--- src/rtl/pipe_hazard_ctrl_pkg.sv ---
// rtl/pipe_hazard_ctrl_pkg.sv - shared widths, ctrl_state encodings and load-use detect
package pipe_hazard_ctrl_pkg;

    localparam int ISIZE   = 32;
    localparam int RADDR_W = 5;

    typedef enum logic [1:0] {
        ST_RUN      = 2'd0,
        ST_LD_STALL = 2'd1,
        ST_MC_WAIT  = 2'd2
    } ctrl_state_t;

    // x0 is hardwired zero, so a load targeting it never creates a dependency
    function automatic logic load_use_hit(
        input logic               is_load,
        input logic               rd_we,
        input logic [RADDR_W-1:0] rd,
        input logic [RADDR_W-1:0] rs1,
        input logic [RADDR_W-1:0] rs2
    );
        return is_load & rd_we & (rd != '0) & ((rd == rs1) | (rd == rs2));
    endfunction

endpackage

--- src/rtl/pipe_hazard_ctrl_sat_counter.sv ---
// rtl/pipe_hazard_ctrl_sat_counter.sv - width-parameterised saturating incrementer, sync clear
module sat_counter #(
    parameter int W = 16
) (
    input  logic         clk,
    input  logic         clr,
    input  logic         inc,
    output logic [W-1:0] q
);

    always_ff @(posedge clk) begin
        if (clr) begin
            q <= '0;
        end else if (inc && (q != '1)) begin
            q <= q + 1'b1;
        end
    end

endmodule

--- src/rtl/pipe_hazard_ctrl.sv ---
// rtl/pipe_hazard_ctrl.sv - pipeline stall/flush controller; HAZ_MC_EN enables MC_WAIT and timeout
module pipe_hazard_ctrl
    import pipe_hazard_ctrl_pkg::*;
#(
    parameter int LOAD_LAT   = 1,
    parameter int MC_TIMEOUT = 64,
    parameter int CNT_W      = 16
) (
    input  logic               clk,
    input  logic               rst,
    input  logic [RADDR_W-1:0] id_rs1,
    input  logic [RADDR_W-1:0] id_rs2,
    input  logic [RADDR_W-1:0] ex_rd,
    input  logic               ex_rd_we,
    input  logic               ex_is_load,
    input  logic               branch_taken,
    input  logic               mc_start,
    input  logic               mc_done,
    output logic               pc_en,
    output logic               ifid_en,
    output logic               ifid_flush,
    output logic               idex_bubble,
    output logic [CNT_W-1:0]   stall_cnt,
    output logic               mc_timeout,
    output logic [1:0]         ctrl_state
);

`ifdef HAZ_MC_EN
    localparam bit MC_EN = 1'b1;
`else
    localparam bit MC_EN = 1'b0;
`endif

    localparam int TW = (MC_TIMEOUT > 2) ? $clog2(MC_TIMEOUT) : 1;

    ctrl_state_t state, state_nxt;
    logic [2:0]    ld_cnt, ld_cnt_nxt;
    logic [TW-1:0] timer, timer_nxt;
    logic          tmo_set;
    logic          load_use;

    assign load_use   = load_use_hit(ex_is_load, ex_rd_we, ex_rd, id_rs1, id_rs2);
    assign ctrl_state = state;

    always_ff @(posedge clk) begin
        if (rst) begin
            state      <= ST_RUN;
            ld_cnt     <= '0;
            timer      <= '0;
            mc_timeout <= 1'b0;
        end else begin
            state  <= state_nxt;
            ld_cnt <= ld_cnt_nxt;
            timer  <= timer_nxt;
            if (tmo_set) begin
                mc_timeout <= 1'b1;
            end
        end
    end

    always_comb begin
        state_nxt   = state;
        ld_cnt_nxt  = ld_cnt;
        timer_nxt   = timer;
        tmo_set     = 1'b0;
        pc_en       = 1'b1;
        ifid_en     = 1'b1;
        ifid_flush  = 1'b0;
        idex_bubble = 1'b0;
        case (state)
            ST_RUN: begin
                if (branch_taken) begin
                    ifid_flush  = 1'b1;
                    idex_bubble = 1'b1;
                end else if (MC_EN && mc_start) begin
                    pc_en     = 1'b0;
                    ifid_en   = 1'b0;
                    state_nxt = ST_MC_WAIT;
                    timer_nxt = '0;
                end else if (load_use) begin
                    pc_en       = 1'b0;
                    ifid_en     = 1'b0;
                    idex_bubble = 1'b1;
                    // the RUN cycle is the first stall cycle; LD_STALL covers the rest
                    if (LOAD_LAT > 1) begin
                        state_nxt  = ST_LD_STALL;
                        ld_cnt_nxt = 3'(LOAD_LAT - 1);
                    end
                end
            end
            ST_LD_STALL: begin
                if (branch_taken) begin
                    ifid_flush  = 1'b1;
                    idex_bubble = 1'b1;
                    state_nxt   = ST_RUN;
                    ld_cnt_nxt  = '0;
                end else begin
                    pc_en       = 1'b0;
                    ifid_en     = 1'b0;
                    idex_bubble = 1'b1;
                    if (ld_cnt == 3'd1) begin
                        state_nxt  = ST_RUN;
                        ld_cnt_nxt = '0;
                    end else begin
                        ld_cnt_nxt = ld_cnt - 3'd1;
                    end
                end
            end
            ST_MC_WAIT: begin
                pc_en   = 1'b0;
                ifid_en = 1'b0;
                if (mc_done) begin
                    state_nxt = ST_RUN;
                end else if (timer == TW'(MC_TIMEOUT - 1)) begin
                    tmo_set   = 1'b1;
                    state_nxt = ST_RUN;
                end else begin
                    timer_nxt = timer + 1'b1;
                end
            end
            default: begin
                state_nxt = ST_RUN;
            end
        endcase
    end

    sat_counter #(.W(CNT_W)) u_stall_cnt (
        .clk (clk),
        .clr (rst),
        .inc (~pc_en),
        .q   (stall_cnt)
    );

endmodule

--- config.mk ---
export PLATFORM = sky130hd
export DESIGN_NAME = pipe_hazard_ctrl
export DESIGN_NICKNAME = d
export VERILOG_FILES = /design/src/rtl/pipe_hazard_ctrl_pkg.sv /design/src/rtl/pipe_hazard_ctrl_sat_counter.sv /design/src/rtl/pipe_hazard_ctrl.sv
export SDC_FILE = /design/constraint.sdc
export NUM_CORES = 1
export LEC_CHECK = 0
export BUFFER_PORTS_ARGS = -buffer_cell sky130_fd_sc_hd__buf_2
export CORE_ASPECT_RATIO = 1.1
export CORE_MARGIN = 4
export CORE_UTILIZATION = 30
export DETAILED_ROUTE_END_ITERATION = 16
export PLACE_DENSITY = 0.51
export SYNTH_ARGS = -nofsm -noshare
export SYNTH_HDL_FRONTEND = slang
export SYNTH_SLANG_ARGS = --single-unit
--- constraint.sdc ---
create_clock -name clk -period 2 [get_ports clk]
set_clock_uncertainty 0.1 [all_clocks]
set_input_delay 0.2 -clock clk [delete_from_list [all_inputs] [get_ports clk]]
set_output_delay 0.2 -clock clk [all_outputs]
set_load 0.03 [all_outputs]
* Word-level counts from Yosys, hierarchy flattened
Index checks and enable logic that the tools add are counted. Widths: inputs -> output; s select.
Word-level totals: register bits after elaboration 28, word-level logic and storage cells 49, input bits 22, output and inout port bits 23
Cells by class: equality and inequality tests 9, bitwise operators 8, add/sub/neg operators 3, reductions and logical operators 6, multiplexer cells 18
Operator list (number):
- $add 16x1->16 const B | 1
- $ne 16x16->1 const B | 1
- $eq 5x5->1 | 2
- $mux 1 | 9
- $mux 2 | 4
- $add 6x1->6 const B | 1
- $eq 6x6->1 const B | 1
- $mux 3 | 2
- $ne 3x3->1 const B | 2
- $pmux 2 s3 | 1
- $reduce_and 3->1 | 2
- $reduce_bool 5->1 | 1
- $not 1->1 | 4
- $and 1x1->1 | 3
- $eq 3x1->1 const B | 1
- $pmux 1 s3 | 1
- $sub 3x1->3 const B | 1
- $eq 2x1->1 const B | 1
- $eq 2x2->1 const B | 1
- $logic_not 2->1 | 1
- $pmux 1 s2 | 1
- $reduce_or 2->1 | 1
- $logic_and 1x1->1 | 1
- $or 1x1->1 | 1

* Longest topological paths before layout
depth in word-level cells 8, gate-level depth with buffers 6

* Hierarchy
Synthesis repeated with hierarchy kept, for this count alone.
Unflattened totals: cell total of the unflattened synthesis 125, area total of the unflattened synthesis 1049.8 µm²
Modules (own cells, without submodules):
- sat_counter | seq. area each 320.3 µm², area each 848.3 µm², instances 1, cells each 99
- pipe_hazard_ctrl | seq. area each 0.0 µm², area each 201.4 µm², instances 1, cells each 26

* Worst setup path before layout
OpenSTA, ideal clock, no wires.
kind register to register, from register u_stall_cnt.q[0], to register u_stall_cnt.q[14], arrival 2.087 ns, required time 1.779 ns, slack -0.307 ns, buffers on the path 0, stages on the path, launching flop included 7, period minus slack after synthesis 2.307 ns, cell sequence dfxtp_1 ha_1 nand2_1 or4_4 nand2b_4 nor4_1 mux2_2
Between the ends: longest elaborated chain between the ends 2
RTL lines:
- from (decl) | RTL line pipe_hazard_ctrl_sat_counter.sv:8 | output logic [W-1:0] q
- from (signal assigned) | RTL line pipe_hazard_ctrl_sat_counter.sv:15 | q <= q + 1'b1;
- parallel branches: the longest is 2 deep, another holds $add 16x1->16
Several ways; the timed one is not identified. A chain may end at the register's enable or synchronous reset.

* Worst setup path in the final report
from register u_stall_cnt.q[1], to register u_stall_cnt.q[14]
The elaborated chain is that of the path after synthesis.

==> impl_summary.log <==
INFO  metric most_common_cell_after_layout_fill_and_taps_aside = sky130_fd_sc_hd__buf_2
INFO  metric ff2ff_setup_slack = 0.02 ns
INFO  metric gpl.final_weighted_congestion = 0.7145
INFO  metric synth-edff-count = 0
INFO  metric via_count_of_the_first_global_routing_pass = 1,170
INFO  metric total_stage_count_of_the_critical_path = 6
INFO  metric chipHeight = 74.02 µm
INFO  metric cp_capture_type = flip-flop
INFO  metric layout-drive-gt1-share = between 50% and 60%
INFO  metric final_min_period_over_clock_period = 98.83%
INFO  metric area_delta_synth_final = 42.53%
INFO  metric cp_slowest_stage_delay = 0.42 ns
INFO  metric grt_max_degree = 30
INFO  metric cp-start-kind = flip-flop
INFO  metric p_leak = 0.7322 nW
INFO  metric num_vias = 1,190
INFO  metric antenna_found_initial = 0
INFO  metric ys_ff_latch = 16
INFO  metric globalRoute.totalOverflow = 0
INFO  metric post-cts-setup-buffer-count = 0
INFO  metric layout_common_cells = sky130_fd_sc_hd__buf_2 (39), sky130_fd_sc_hd__buf_4 (23), sky130_fd_sc_hd__nor2_1 (19)
INFO  metric hold_path_class = in -> reg
INFO  metric layout.nets = 219
INFO  metric numClockSinks = 16
INFO  metric outcome = finished, final reports clean
INFO  metric launch_point_of_the_worst_hold_path = branch_taken
INFO  metric insertedDiodeCount = 0
INFO  metric final.setup.tns = 0 ns
INFO  metric cts.path.max_buffers = 2
INFO  metric multi_input_area = 853.3 µm²
INFO  metric synth.avg_cell_area = around 8.6 µm²
INFO  metric wirelength = 2919 µm
INFO  metric placementRows = 23
INFO  metric die_width = a little under 70 µm
INFO  metric biggestRegsByFlops = u_stall_cnt.q: 16 flops
INFO  metric seqCellArea = 357.8 µm²
INFO  metric critical_path.slowest_cell = sky130_fd_sc_hd__or4_4
INFO  metric p_seq_share = a little under half
INFO  metric critical_path_class = reg -> reg
INFO  metric drtPass1Iterations = 4
INFO  metric intPower = 0.4847 mW
INFO  metric cellPowerDensity = 390.7 nW/µm²
INFO  metric max-cap-violations = 0
INFO  metric clockPowerShare = 37.3%
INFO  metric cp_cell_sequence = ha_4, nand2_1, or4_4, nand2b_4, nor4_4, mux2_4
INFO  metric largest_reg_flops = 16
INFO  metric floorplan.core_area = 3741 µm²
INFO  metric hold_ep = u_stall_cnt.q[12]
INFO  metric syn-instance-count = about 140
INFO  metric vias_per_cell = 4.857
INFO  metric setup_violations = 0
INFO  metric final.min_clock_period = ~2 ns
INFO  metric starting_density = a little under a third
INFO  metric ys.warnings.count = 0
INFO  metric fillCellCount = 390
INFO  metric drt_drc_violations_left = 0
INFO  metric worst_r2r_endpoint = u_stall_cnt.q[14]
INFO  metric cp_num_buf_inv = 0
INFO  metric die_area = 5034 µm²
INFO  metric final_cell_count_no_fill = ~250
INFO  metric global_route_wire_length_before_repair = 4761 µm
INFO  metric postLayoutCoreUtil = 45.28%
INFO  metric ys_seq_area_share = 26.95%
INFO  metric post-dp-hpwl = 2331 µm
INFO  metric clkTransAtPathRegs = around 0.06 ns
INFO  metric clockRootBuffer = sky130_fd_sc_hd__clkbuf_8
INFO  metric power.switching = about 0.18 mW
INFO  metric dp.cells = 241
INFO  metric critPathRequiredTime = 2.04 ns
INFO  metric worst_ir_drop_vdd = 0.1491 mV
INFO  metric final_max_slew_viol_count = 0
INFO  metric worstPathMaxFanout = 3
INFO  metric tritoncts = built
INFO  metric ys.flop_type = sky130_fd_sc_hd__dfxtp_1
INFO  metric syn_area = 1189 µm²
INFO  metric boundaryPins = 45
INFO  metric worst_path_dominant_cell_family = simple AND/OR/NAND/NOR gates
INFO  metric critPathArrivalTime = between 2 and 2.5 ns
INFO  metric switching_share = 26.78%
INFO  metric hold_slack = ~0.28 ns
INFO  metric comb_power_share = between 10% and 20%
INFO  metric reg2reg_depth = 6
INFO  metric cts-buffers-inserted = 3
INFO  metric insertion_delay = 0.25 ns
INFO  metric maxClockFrequency = 505.9 MHz
INFO  metric detail-route-antenna-nets = 0
INFO  metric regMostFlops = u_stall_cnt.q
INFO  metric setup_repair_after_global_routing_missed_its_margin = true
INFO  metric placement.io_buffers = 39
INFO  metric worstHoldPathCells = 3
INFO  metric hold_viol = 0
INFO  metric ctsHtreeMaxLevel = 1
INFO  metric first_iter_violations = 61
INFO  metric yosysUniqueCellTypes = 40
INFO  metric groute.usage.overall = a little under an eighth
INFO  metric asyncSetResetFlopFracSynth = 0%
INFO  metric wire_per_inst = 11.91 µm
INFO  metric regToRegStartpoint = u_stall_cnt.q[1]
[synthesized netlist by cell type, types with 2 or more instances]
cell | instances | area, µm²
sky130_fd_sc_hd__nand3_1 | 3 | 15.01
sky130_fd_sc_hd__nand2b_1 | 3 | 18.77
sky130_fd_sc_hd__o41ai_1 | 2 | 17.52
sky130_fd_sc_hd__buf_4 | 5 | 37.54
sky130_fd_sc_hd__nand4_1 | 3 | 18.77
sky130_fd_sc_hd__inv_1 | 2 | 7.510
sky130_fd_sc_hd__nor2b_1 | 11 | 68.82
sky130_fd_sc_hd__clkbuf_8 | 4 | 55.05
sky130_fd_sc_hd__nor2_1 | 19 | 71.32
sky130_fd_sc_hd__dfxtp_1 | 16 | 320.3
sky130_fd_sc_hd__nor4_1 | 11 | 68.82
sky130_fd_sc_hd__xor2_1 | 10 | 87.58
sky130_fd_sc_hd__nand2_1 | 6 | 22.52
sky130_fd_sc_hd__or3_1 | 2 | 12.51
sky130_fd_sc_hd__a21oi_1 | 2 | 10.01
sky130_fd_sc_hd__mux2_2 | 12 | 135.1
sky130_fd_sc_hd__nor3_1 | 5 | 25.02
[metal layers]
| layer | routed length [µm] | up-vias | part of all wire [%] | track usage, % |
|---|---|---|---|---|
| met4 | 41 | 0 | 1.4 | 4.636 |
| met1 | 1166 | 551 | 40 | 12.80 |
| met2 | 1519 | 37 | 52 | 22.70 |
| li1 | - | 598 | - | - |
| met3 | 192 | 4 | 6.6 | 2.266 |
| met5 | 0 | - | 0 | 0 |
[layout make-up]
type / instances / share of cell area (%)
Timing Repair Buffer: 62 / 21.71
Clock buffer: 3 / 2.437
Tap cell: 50 / 3.693
Clock inverter: 1 / 0.2216
Multi-Input combinational cell: 111 / 50.37
Inverter: 2 / 0.4431
Sequential cell: 16 / 21.12
[worst reg2reg max path, cell delays in order, from the launching register on]
cell and delay, ns:
sky130_fd_sc_hd__dfxtp_4 0.36, sky130_fd_sc_hd__ha_4 0.13, sky130_fd_sc_hd__nand2_1 0.06, sky130_fd_sc_hd__or4_4 0.42
sky130_fd_sc_hd__nand2b_4 0.17, sky130_fd_sc_hd__nor4_4 0.30, sky130_fd_sc_hd__mux2_4 0.32
[through the flow]
step	total power, mW	setup slack [ns]	instance area [µm²]
2_1_floorplan	0.3896	-0.03743	1257
3_3_place_gp	0.4131	-0.009026	1575
3_5_place_dp	0.4166	-0.04704	1575
4_1_cts	0.6722	0.0008331	1638
5_1_grt	0.7024	-0.02630	1694
6_report	0.6620	0.02344	1694
[cell families after synthesis]
logic type               after synthesis  share of synthesized area [%]
buffers and inverters                 14                          10.10
other                                  1                         0.3155
multiplexers                          13                          12.21
AO/OA/AOI/OAI                         10                          6.422
adder cells (fa/ha/maj)                1                          1.052
flip-flops                            16                          26.95
XOR/XNOR                              10                          7.368
AND/OR/NAND/NOR                       74                          35.58
[worst max path at each step]
stage	from	slack, ns	end
6_report	u_stall_cnt.q[1]	0.02	u_stall_cnt.q[14]
4_1_cts	u_stall_cnt.q[6]	0.0008	u_stall_cnt.q[14]
5_1_grt	u_stall_cnt.q[10]	-0.03	u_stall_cnt.q[14]
3_3_place_gp	u_stall_cnt.q[9]	-0.009	u_stall_cnt.q[14]
3_5_place_dp	u_stall_cnt.q[9]	-0.05	u_stall_cnt.q[14]
2_1_floorplan	u_stall_cnt.q[7]	-0.04	u_stall_cnt.q[14]
[power by group through the flow]
stage                     Clock, mW  Combinational [mW]  Sequential (mW)
final                         0.247               0.108            0.307
after global routing          0.276               0.120            0.307
after CTS                     0.262               0.104            0.307
after detailed placement          0               0.102            0.314
after global placement            0              0.0990            0.314
after floorplan                   0              0.0748            0.315
[timing repair]
action                                  in CTS  in global routing
pin swaps                                    0                  2
endpoints found under the setup margin       1                  7
gates resized for setup                      3                 10
hold buffers                                 0                  0
(Power assumes the default switching activity.)
